`src/rtl/custom_instr_rand_mc_pkg.sv`:
```
// Shared constants, FSM encoding and seed helper for the multicycle
// Xorshift128 custom instruction.
package custom_instr_rand_pkg;

  localparam logic [2:0] OP_NEXT     = 3'd0;
  localparam logic [2:0] OP_PEEK     = 3'd1;
  localparam logic [2:0] OP_SEED     = 3'd2;
  localparam logic [2:0] OP_RANGE    = 3'd3;
  localparam logic [2:0] OP_RESET_CH = 3'd4;

  localparam int unsigned MUL_STEPS = 32;

  localparam logic [31:0] DEF_SEED_X      = 32'd123456789;
  localparam logic [31:0] DEF_SEED_Y      = 32'd362436069;
  localparam logic [31:0] DEF_SEED_Z      = 32'd521288629;
  localparam logic [31:0] DEF_SEED_W      = 32'd88675123;
  localparam logic [31:0] DEF_SEED_STRIDE = 32'h9E3779B9;

  typedef enum logic [1:0] {
    ST_IDLE,
    ST_MUL,
    ST_RESP
  } state_e;

  // Default word for channel ch: base + ch*stride (mod 2^32)
  function automatic logic [31:0] chan_seed(input logic [31:0] base,
                                            input logic [31:0] stride,
                                            input int unsigned ch);
    return base + (32'(ch) * stride);
  endfunction

endpackage

```
`src/rtl/custom_instr_rand_mc_if.sv`:
```
// NiosII custom-instruction port bundle (clk/reset_n stay plain ports).
interface custom_instr_rand_mc_if;
  logic        clk_en;
  logic        start;
  logic [7:0]  n;
  logic [31:0] dataa;
  logic [31:0] datab;
  logic [31:0] result;
  logic        done;

  modport master (output clk_en, start, n, dataa, datab, input result, done);
  modport slave  (input clk_en, start, n, dataa, datab, output result, done);
endinterface

```
`src/rtl/custom_instr_rand_mc_channel.sv`:
```
// One Xorshift128 generator: step logic, guarded seed-word write,
// restore-to-default, and held w / selected-word read outputs.
module rand_channel
  import custom_instr_rand_pkg::*;
#(
  parameter logic [31:0] P_X = DEF_SEED_X,
  parameter logic [31:0] P_Y = DEF_SEED_Y,
  parameter logic [31:0] P_Z = DEF_SEED_Z,
  parameter logic [31:0] P_W = DEF_SEED_W
) (
  input  logic        i_clk,
  input  logic        i_rst_n,
  input  logic        i_adv,
  input  logic        i_wr,
  input  logic        i_restore,
  input  logic [1:0]  i_wsel,
  input  logic [31:0] i_wdata,
  output logic [31:0] o_w,
  output logic [31:0] o_rd
);

  logic [31:0] r_x, r_y, r_z, r_w;
  logic [31:0] w_t, w_step_w;
  logic [31:0] w_nx, w_ny, w_nz, w_nw;

  // Xorshift128 next-w term
  always_comb begin
    w_t      = r_x ^ (r_x << 11);
    w_step_w = r_w ^ (r_w >> 19) ^ w_t ^ (w_t >> 8);
  end

  // Seed-word write with all-zero lock-up guard on w
  always_comb begin
    w_nx = r_x;
    w_ny = r_y;
    w_nz = r_z;
    w_nw = r_w;
    case (i_wsel)
      2'd0:    w_nx = i_wdata;
      2'd1:    w_ny = i_wdata;
      2'd2:    w_nz = i_wdata;
      default: w_nw = i_wdata;
    endcase
    if ({w_nx, w_ny, w_nz, w_nw} == '0) w_nw = 32'h0000_0001;
  end

  // Old value of the selected word, returned by SEED
  always_comb begin
    case (i_wsel)
      2'd0:    o_rd = r_x;
      2'd1:    o_rd = r_y;
      2'd2:    o_rd = r_z;
      default: o_rd = r_w;
    endcase
  end

  assign o_w = r_w;

  // Generator state: restore has priority over write, write over advance
  always_ff @(posedge i_clk or negedge i_rst_n) begin
    if (!i_rst_n) begin
      r_x <= P_X;
      r_y <= P_Y;
      r_z <= P_Z;
      r_w <= P_W;
    end else if (i_restore) begin
      r_x <= P_X;
      r_y <= P_Y;
      r_z <= P_Z;
      r_w <= P_W;
    end else if (i_wr) begin
      r_x <= w_nx;
      r_y <= w_ny;
      r_z <= w_nz;
      r_w <= w_nw;
    end else if (i_adv) begin
      r_x <= r_y;
      r_y <= r_z;
      r_z <= r_w;
      r_w <= w_step_w;
    end
  end

endmodule

```
`src/rtl/custom_instr_rand_mc.sv`:
```
// Multicycle NiosII custom instruction: CHANNELS Xorshift128 generators
// plus floor(w*dataa/2^32) via a 32-step shift-add multiplier.
module custom_instr_rand_mc
  import custom_instr_rand_pkg::*;
#(
  parameter int unsigned CHANNELS    = 2,
  parameter logic [31:0] SEED_X      = DEF_SEED_X,
  parameter logic [31:0] SEED_Y      = DEF_SEED_Y,
  parameter logic [31:0] SEED_Z      = DEF_SEED_Z,
  parameter logic [31:0] SEED_W      = DEF_SEED_W,
  parameter logic [31:0] SEED_STRIDE = DEF_SEED_STRIDE
) (
  input  logic                  clk,
  input  logic                  reset_n,
  custom_instr_rand_mc_if.slave bus
);

  logic [2:0]          w_op;
  logic [1:0]          w_ch;
  logic                w_accept;
  logic [CHANNELS-1:0] w_adv, w_wr, w_rst;
  logic [31:0]         w_ch_w  [CHANNELS];
  logic [31:0]         w_ch_rd [CHANNELS];
  logic [31:0]         w_sel_w, w_sel_rd, w_imm;
  logic [63:0]         w_acc_next;
  logic                w_unused;

  state_e      r_state;
  logic [63:0] r_mcand;
  logic [31:0] r_mplier;
  logic [63:0] r_acc;
  logic [4:0]  r_cnt;
  logic [31:0] r_result;
  logic        r_done;

  assign w_op     = bus.n[2:0];
  assign w_ch     = bus.n[4:3];
  assign w_accept = bus.clk_en && bus.start && (r_state == ST_IDLE);
  assign w_unused = ^{bus.n[7:5], bus.datab[31:2]};

  for (genvar g = 0; g < CHANNELS; g++) begin : g_ch
    rand_channel #(
      .P_X(chan_seed(SEED_X, SEED_STRIDE, g)),
      .P_Y(chan_seed(SEED_Y, SEED_STRIDE, g)),
      .P_Z(chan_seed(SEED_Z, SEED_STRIDE, g)),
      .P_W(chan_seed(SEED_W, SEED_STRIDE, g))
    ) u_ch (
      .i_clk    (clk),
      .i_rst_n  (reset_n),
      .i_adv    (w_adv[g]),
      .i_wr     (w_wr[g]),
      .i_restore(w_rst[g]),
      .i_wsel   (bus.datab[1:0]),
      .i_wdata  (bus.dataa),
      .o_w      (w_ch_w[g]),
      .o_rd     (w_ch_rd[g])
    );
  end

  // Channel select and per-channel strobes; an absent channel reads as 0 and gets no strobe
  always_comb begin
    w_sel_w  = '0;
    w_sel_rd = '0;
    w_adv    = '0;
    w_wr     = '0;
    w_rst    = '0;
    for (int unsigned c = 0; c < CHANNELS; c++) begin
      if (w_ch == 2'(c)) begin
        w_sel_w  = w_ch_w[c];
        w_sel_rd = w_ch_rd[c];
        if (w_accept) begin
          w_adv[c] = (w_op == OP_NEXT) || (w_op == OP_RANGE);
          w_wr[c]  = (w_op == OP_SEED);
          w_rst[c] = (w_op == OP_RESET_CH);
        end
      end
    end
  end

  // Immediate result for single-cycle opcodes
  always_comb begin
    case (w_op)
      OP_NEXT, OP_PEEK: w_imm = w_sel_w;
      OP_SEED:          w_imm = w_sel_rd;
      default:          w_imm = '0;
    endcase
  end

  // One shift-add step
  assign w_acc_next = r_acc + (r_mplier[0] ? r_mcand : '0);

  // Control FSM; non-RANGE results are staged in r_acc[63:32] so RESP has one load path
  always_ff @(posedge clk or negedge reset_n) begin
    if (!reset_n) begin
      r_state  <= ST_IDLE;
      r_mcand  <= '0;
      r_mplier <= '0;
      r_acc    <= '0;
      r_cnt    <= '0;
      r_result <= '0;
      r_done   <= 1'b0;
    end else if (bus.clk_en) begin
      case (r_state)
        ST_IDLE: begin
          r_done <= 1'b0;
          if (bus.start) begin
            if (w_op == OP_RANGE) begin
              r_mcand  <= {32'b0, w_sel_w};
              r_mplier <= bus.dataa;
              r_acc    <= '0;
              r_cnt    <= '0;
              r_state  <= ST_MUL;
            end else begin
              r_acc   <= {w_imm, 32'b0};
              r_state <= ST_RESP;
            end
          end
        end
        ST_MUL: begin
          r_acc    <= w_acc_next;
          r_mcand  <= r_mcand << 1;
          r_mplier <= r_mplier >> 1;
          r_cnt    <= r_cnt + 5'd1;
          if (r_cnt == 5'(MUL_STEPS - 1)) r_state <= ST_RESP;
        end
        ST_RESP: begin
          r_result <= r_acc[63:32];
          r_done   <= 1'b1;
          r_state  <= ST_IDLE;
        end
        default: r_state <= ST_IDLE;
      endcase
    end
  end

  assign bus.result = r_result;
  assign bus.done   = r_done;

endmodule

```
`src/flat_wrapper.sv`:
```
// flat-port wrapper written by rule: the top's interface ports become plain ports
module custom_instr_rand_mc_flat import custom_instr_rand_pkg::*;
#(
  parameter int unsigned CHANNELS    = 2,
  parameter logic [31:0] SEED_X      = DEF_SEED_X,
  parameter logic [31:0] SEED_Y      = DEF_SEED_Y,
  parameter logic [31:0] SEED_Z      = DEF_SEED_Z,
  parameter logic [31:0] SEED_W      = DEF_SEED_W,
  parameter logic [31:0] SEED_STRIDE = DEF_SEED_STRIDE
)
  (clk, reset_n, bus_clk_en, bus_start, bus_n, bus_dataa, bus_datab, bus_result, bus_done);
  custom_instr_rand_mc_if bus_i ();
  input  logic clk;
  input  logic reset_n;
  input wire logic [$bits(bus_i.clk_en)-1:0] bus_clk_en;
  input wire logic [$bits(bus_i.start)-1:0] bus_start;
  input wire logic [$bits(bus_i.n)-1:0] bus_n;
  input wire logic [$bits(bus_i.dataa)-1:0] bus_dataa;
  input wire logic [$bits(bus_i.datab)-1:0] bus_datab;
  output wire logic [$bits(bus_i.result)-1:0] bus_result;
  output wire logic [$bits(bus_i.done)-1:0] bus_done;
  assign bus_i.clk_en = bus_clk_en;
  assign bus_i.start = bus_start;
  assign bus_i.n = bus_n;
  assign bus_i.dataa = bus_dataa;
  assign bus_i.datab = bus_datab;
  assign bus_result = bus_i.result;
  assign bus_done = bus_i.done;
  custom_instr_rand_mc #(.CHANNELS(CHANNELS), .SEED_X(SEED_X), .SEED_Y(SEED_Y), .SEED_Z(SEED_Z), .SEED_W(SEED_W), .SEED_STRIDE(SEED_STRIDE)) u_core (.clk(clk), .reset_n(reset_n), .bus(bus_i));
endmodule
```
`config.mk`:
```
export PLATFORM = sky130hd
export DESIGN_NAME = custom_instr_rand_mc_flat
export DESIGN_NICKNAME = d
export VERILOG_FILES = /design/src/rtl/custom_instr_rand_mc_pkg.sv /design/src/rtl/custom_instr_rand_mc_if.sv /design/src/rtl/custom_instr_rand_mc_channel.sv /design/src/rtl/custom_instr_rand_mc.sv /design/src/flat_wrapper.sv
export SDC_FILE = /design/constraint.sdc
export NUM_CORES = 2
export LEC_CHECK = 0
export BUFFER_PORTS_ARGS = -buffer_cell sky130_fd_sc_hd__buf_4
export CORE_MARGIN = 2
export CORE_UTILIZATION = 28
export CTS_CLUSTER_SIZE = 24
export DETAILED_ROUTE_END_ITERATION = 8
export PLACE_DENSITY = 0.47
export SETUP_SLACK_MARGIN = 0.3
export SYNTH_ARGS = -nofsm -noshare
export SYNTH_HDL_FRONTEND = slang
export SYNTH_SLANG_ARGS = --single-unit
```
`constraint.sdc`:
```
create_clock -name clk -period 3.5 [get_ports clk]
set_input_delay 0.175 -clock clk [delete_from_list [all_inputs] [get_ports clk]]
set_output_delay 0.175 -clock clk [all_outputs]
set_load 0.05 [all_outputs]
```
==> impl_metrics.toml <==
[synthesis]
synth_enable_flop_cells = 0
synthesis.area_per_instance_um2 = 7.95
cell_area_synth_um2 = 33000
synthesis.nets = 4299
async_flop_share_pct = 100
synthesis.yosys.warnings = 0
ys_seq_area_share_pct = 35.0
yosysUniqueCellTypes = 99
synth-seq-cells = 456
netlist_instances = 4157
synth-main-ff-cell = "dfrtp_1"

[timing]
timing_max_transition_violations_final = 0
worstMarginPinSlew_ns = 1.19
timing.setup.tns_ns = 0
layout_worst_path_cycle_share_pct = 93.7
final_critical_path_time_including_i_o_delays_and_setup_ns = 3.28
grt_setup_unrepaired = "yes"
setup_violations = 0
worst_case_headroom_to_the_max_slew_limit_pct = 20.1
maxClockFrequency_ghz = 0.305
hold_violations = 0
finalClockSkew_ns = 0.0468

[power]
p_per_area_nw_per_um2 = 620
power.leakage_nw = 15.7
vdd_ir_drop_max_uv = 449

[worst_hold_path]
min_path_type = "in -> reg"

[floorplan]
dieHeight_um = 348
effective_utilization_at_floorplan_pct = 28.1
std_cell_rows = 126
boundaryPins = 109
coreArea_um2 = 118000
die_w_um = 348
die_area_um2 = 121000

[critical_path]
critical_path.cell_chain = "buf_12, and2_1, ha_1, buf_4, inv_1, nor3_1, nor2b_1, a31oi_4, o41a_1, or4_1, nand3_1"
crit-reg2reg-launch = "u_core.r_mplier[0]$_DFFE_PN0P_"
category_of_the_worst_setup_path_capture_point = "register"
worst-path-max-fanout = 32
data_required_time_of_the_critical_path_ns = 4.09
timing.critical_path.from_type = "register"
arrival_time_reported_for_the_critical_path_endpoint_ns = 3.87
cp-endpoint = "u_core.r_acc[56]$_DFFE_PN0P_"
worstReg2RegEnd = "u_core.r_acc[56]$_DFFE_PN0P_"
worstSetupPathType = "reg -> reg"
timing.reg2reg.worst_path_depth = 11
startpoint = "u_core.r_mplier[0]$_DFFE_PN0P_"
reg2reg_slack_ns = 0.22
critical_path.max_stage_delay_ns = 0.47
cpMaxStageDelayCell = "nor2b_1"

[final_layout]
syn2layout_area_growth_pct = 18.7
fillCellCount = 12493
post_route_cells_drive_above_1_share_pct = 17.2
final_nets = 4321
final_instance_count_without_filler_cells = 5765
multiInputGateArea_um2 = 20300
seq_area_um2 = 11600

[global_routing]
grt_use_total_pct = 27.0
antenna_found_initial = 10
grt_max_degree = 198
vias_in_the_first_global_route = 32162
grt.overflow.total = 0
global_route_wire_length_before_repair_um = 241000

[cts]
cts_max_level = 2
clk_latency_ns = 0.70
cts_inserted_buffers = 58
numClockSinks = 456
cts_tree = "yes"
ctsLongestPathBuffers = 3
cts_root_buf = "clkbuf_16"
clk_pin_slew_ns = 0.06

[routing]
drt_iter0_markers = 3938
vias = 33889
drc = 0
wl_cell_um = 29.0
ant_nets = 0
viasPerCell = 5.88
detail_route.wirelength_um = 167000
dr.pass1.iters = 6

[placement]
number_of_placed_instances_taps_included = 5600
place_hpwl_um = 119000
place.port_buffers = 75
gp_routability_congestion = 0.975

[run_status]
run_status = "completed"

[flow_run]
drv_cap = 0
## stage by stage
step	hold WS (ns)	power [mW]	setup slack (ns)	area [um^2]	utilization (%)
6_report	0.00706	24.3	0.221	39200	33.3
5_1_grt	0.0328	25.4	0.0901	39200	33.3
4_1_cts	0.000918	24.1	0.149	38900	33.1
3_5_place_dp	0.174	17.3	-0.0245	36200	30.7
3_3_place_gp	0.171	17.2	-0.0414	36200	30.7
2_1_floorplan	-0.121	13.7	0.325	33000	-
## synth_stat cells, types with 19 or more instances
library cell | instances | share of area, %
dfstp_2 | 129 | 10
clkbuf_1 | 342 | 3.9
a22o_1 | 35 | 0.93
o21bai_1 | 25 | 0.57
o41ai_1 | 68 | 1.8
nand2_1 | 469 | 5.3
buf_2 | 25 | 0.38
a221o_1 | 48 | 1.5
buf_1 | 34 | 0.39
a21oi_1 | 506 | 7.7
inv_1 | 40 | 0.45
mux2_2 | 34 | 1.2
nor4_1 | 58 | 1.1
a21o_1 | 36 | 0.82
o211ai_1 | 22 | 0.50
nor3_1 | 109 | 1.7
a31oi_1 | 44 | 0.83
dfrtp_1 | 327 | 25
a22oi_1 | 19 | 0.43
ha_1 | 65 | 2.5
o21ai_0 | 322 | 4.9
mux2i_1 | 156 | 4.7
a211oi_1 | 71 | 1.6
xor2_1 | 38 | 1.0
and2_1 | 117 | 2.2
nand3_1 | 38 | 0.58
o32ai_1 | 23 | 0.61
nor2_1 | 467 | 5.3
and3_1 | 20 | 0.38
xnor2_1 | 176 | 4.7
nand4_1 | 46 | 0.87
## layer usage
layer	global-route usage (%)	routed length (um)	vias up	share of wire (%)
met5	0	26	-	0.016
met4	14.4	10600	4	6.3
met3	4.97	14100	434	8.4
met2	41.7	73400	1755	44
met1	35.7	69300	16643	41
li1	-	-	15053	-
## sequential cells by signal, indices dropped and copies added (netlist names)
signal and flops:
u_core.g_ch.u_ch.r_z 64, u_core.r_acc 64, u_core.r_mcand 64, u_core.bus.done 1, u_core.r_mplier 32, u_core.g_ch.u_ch.o_w 64
u_core.g_ch.u_ch.r_y 64, u_core.r_cnt 5, u_core.bus.result 32, u_core.r_state 2, u_core.g_ch.u_ch.r_x 64
## layout make-up
cell class	count	area share [%]
inverters	41	0.392
clock buffers	85	4.24
diodes	2	0.0128
flip-flops and latches	456	29.5
repair buffers	373	8.21
clock inverters	23	0.916
multi-input cells	3249	51.8
well taps	1536	4.90
## where the power goes
group	switching [mW]	internal, mW	total, mW
Sequential	2.42	6.95	9.37
Clock	2.65	3.94	6.60
Combinational	4.86	3.48	8.33
## cell usage in the layout (no fill, tap or decap), types with 35 or more instances in the layout
| cell type | Yosys | routed |
|---|---|---|
| a221o_1 | 48 | 48 |
| a22o_1 | 35 | 35 |
| nand3_1 | 38 | 38 |
| nor3_1 | 109 | 105 |
| o21ai_0 | 322 | 299 |
| xor2_1 | 38 | 38 |
| o41ai_1 | 68 | 68 |
| buf_4 | 2 | 310 |
| a31oi_1 | 44 | 43 |
| a21oi_1 | 506 | 489 |
| inv_1 | 40 | 38 |
| and2_1 | 117 | 115 |
| xnor2_1 | 176 | 173 |
| a211oi_1 | 71 | 70 |
| dfstp_2 | 129 | 129 |
| nor4_1 | 58 | 57 |
| mux2i_1 | 156 | 156 |
| clkbuf_16 | 0 | 59 |
| ha_1 | 65 | 54 |
| nor2_1 | 467 | 452 |
| a21o_1 | 36 | 36 |
| nand4_1 | 46 | 46 |
| dfrtp_1 | 327 | 326 |
| nand2_1 | 469 | 461 |
## worst min path at each step
stage,from,slack [ns],end,depth (start not counted)
floorplan,reset_n,-0.12,u_core.bus.done$_DFFE_PN0P_,0
detailed placement,reset_n,0.17,u_core.r_mcand[33]$_DFFE_PN0P_,1
CTS,bus_dataa[11],0.0009,u_core.r_mplier[11]$_DFFE_PN0P_,3
global route,bus_dataa[11],0.03,u_core.g_ch[0].u_ch.r_x[11]$_DFFE_PN1P_,2
global placement,reset_n,0.17,u_core.r_mcand[34]$_DFFE_PN0P_,1
finish,bus_dataa[11],0.007,u_core.r_mplier[11]$_DFFE_PN0P_,3
## worst max-delay path, delay by kind of cell (launching register included)
kind / cells / cell delay [ns]
buf+inv: 3 / 0.39
compound gates: 2 / 0.55
simple gates: 5 / 1.50
fa+ha+maj: 1 / 0.31
flops: 1 / 0.44
## timing repair
| item | in CTS | in global routing |
|---|---|---|
| setup endpoints to repair | 30 | 52 |
| pin swaps | 8 | 21 |
| buffers inserted | 11 | 9 |
| resized for setup | 46 | 72 |
| endpoints found under the hold margin | 210 | 0 |
| cloned | 2 | 0 |
| hold buffers | 33 | 0 |
## cell families after synthesis
logic type	synth area share [%]
buf+inv	5.38
mux	5.89
flops	35.0
compound gates	26.2
simple gates	19.4
xor+xnor	5.67
fa+ha+maj	2.52
Power figures use the tool's default switching activity.
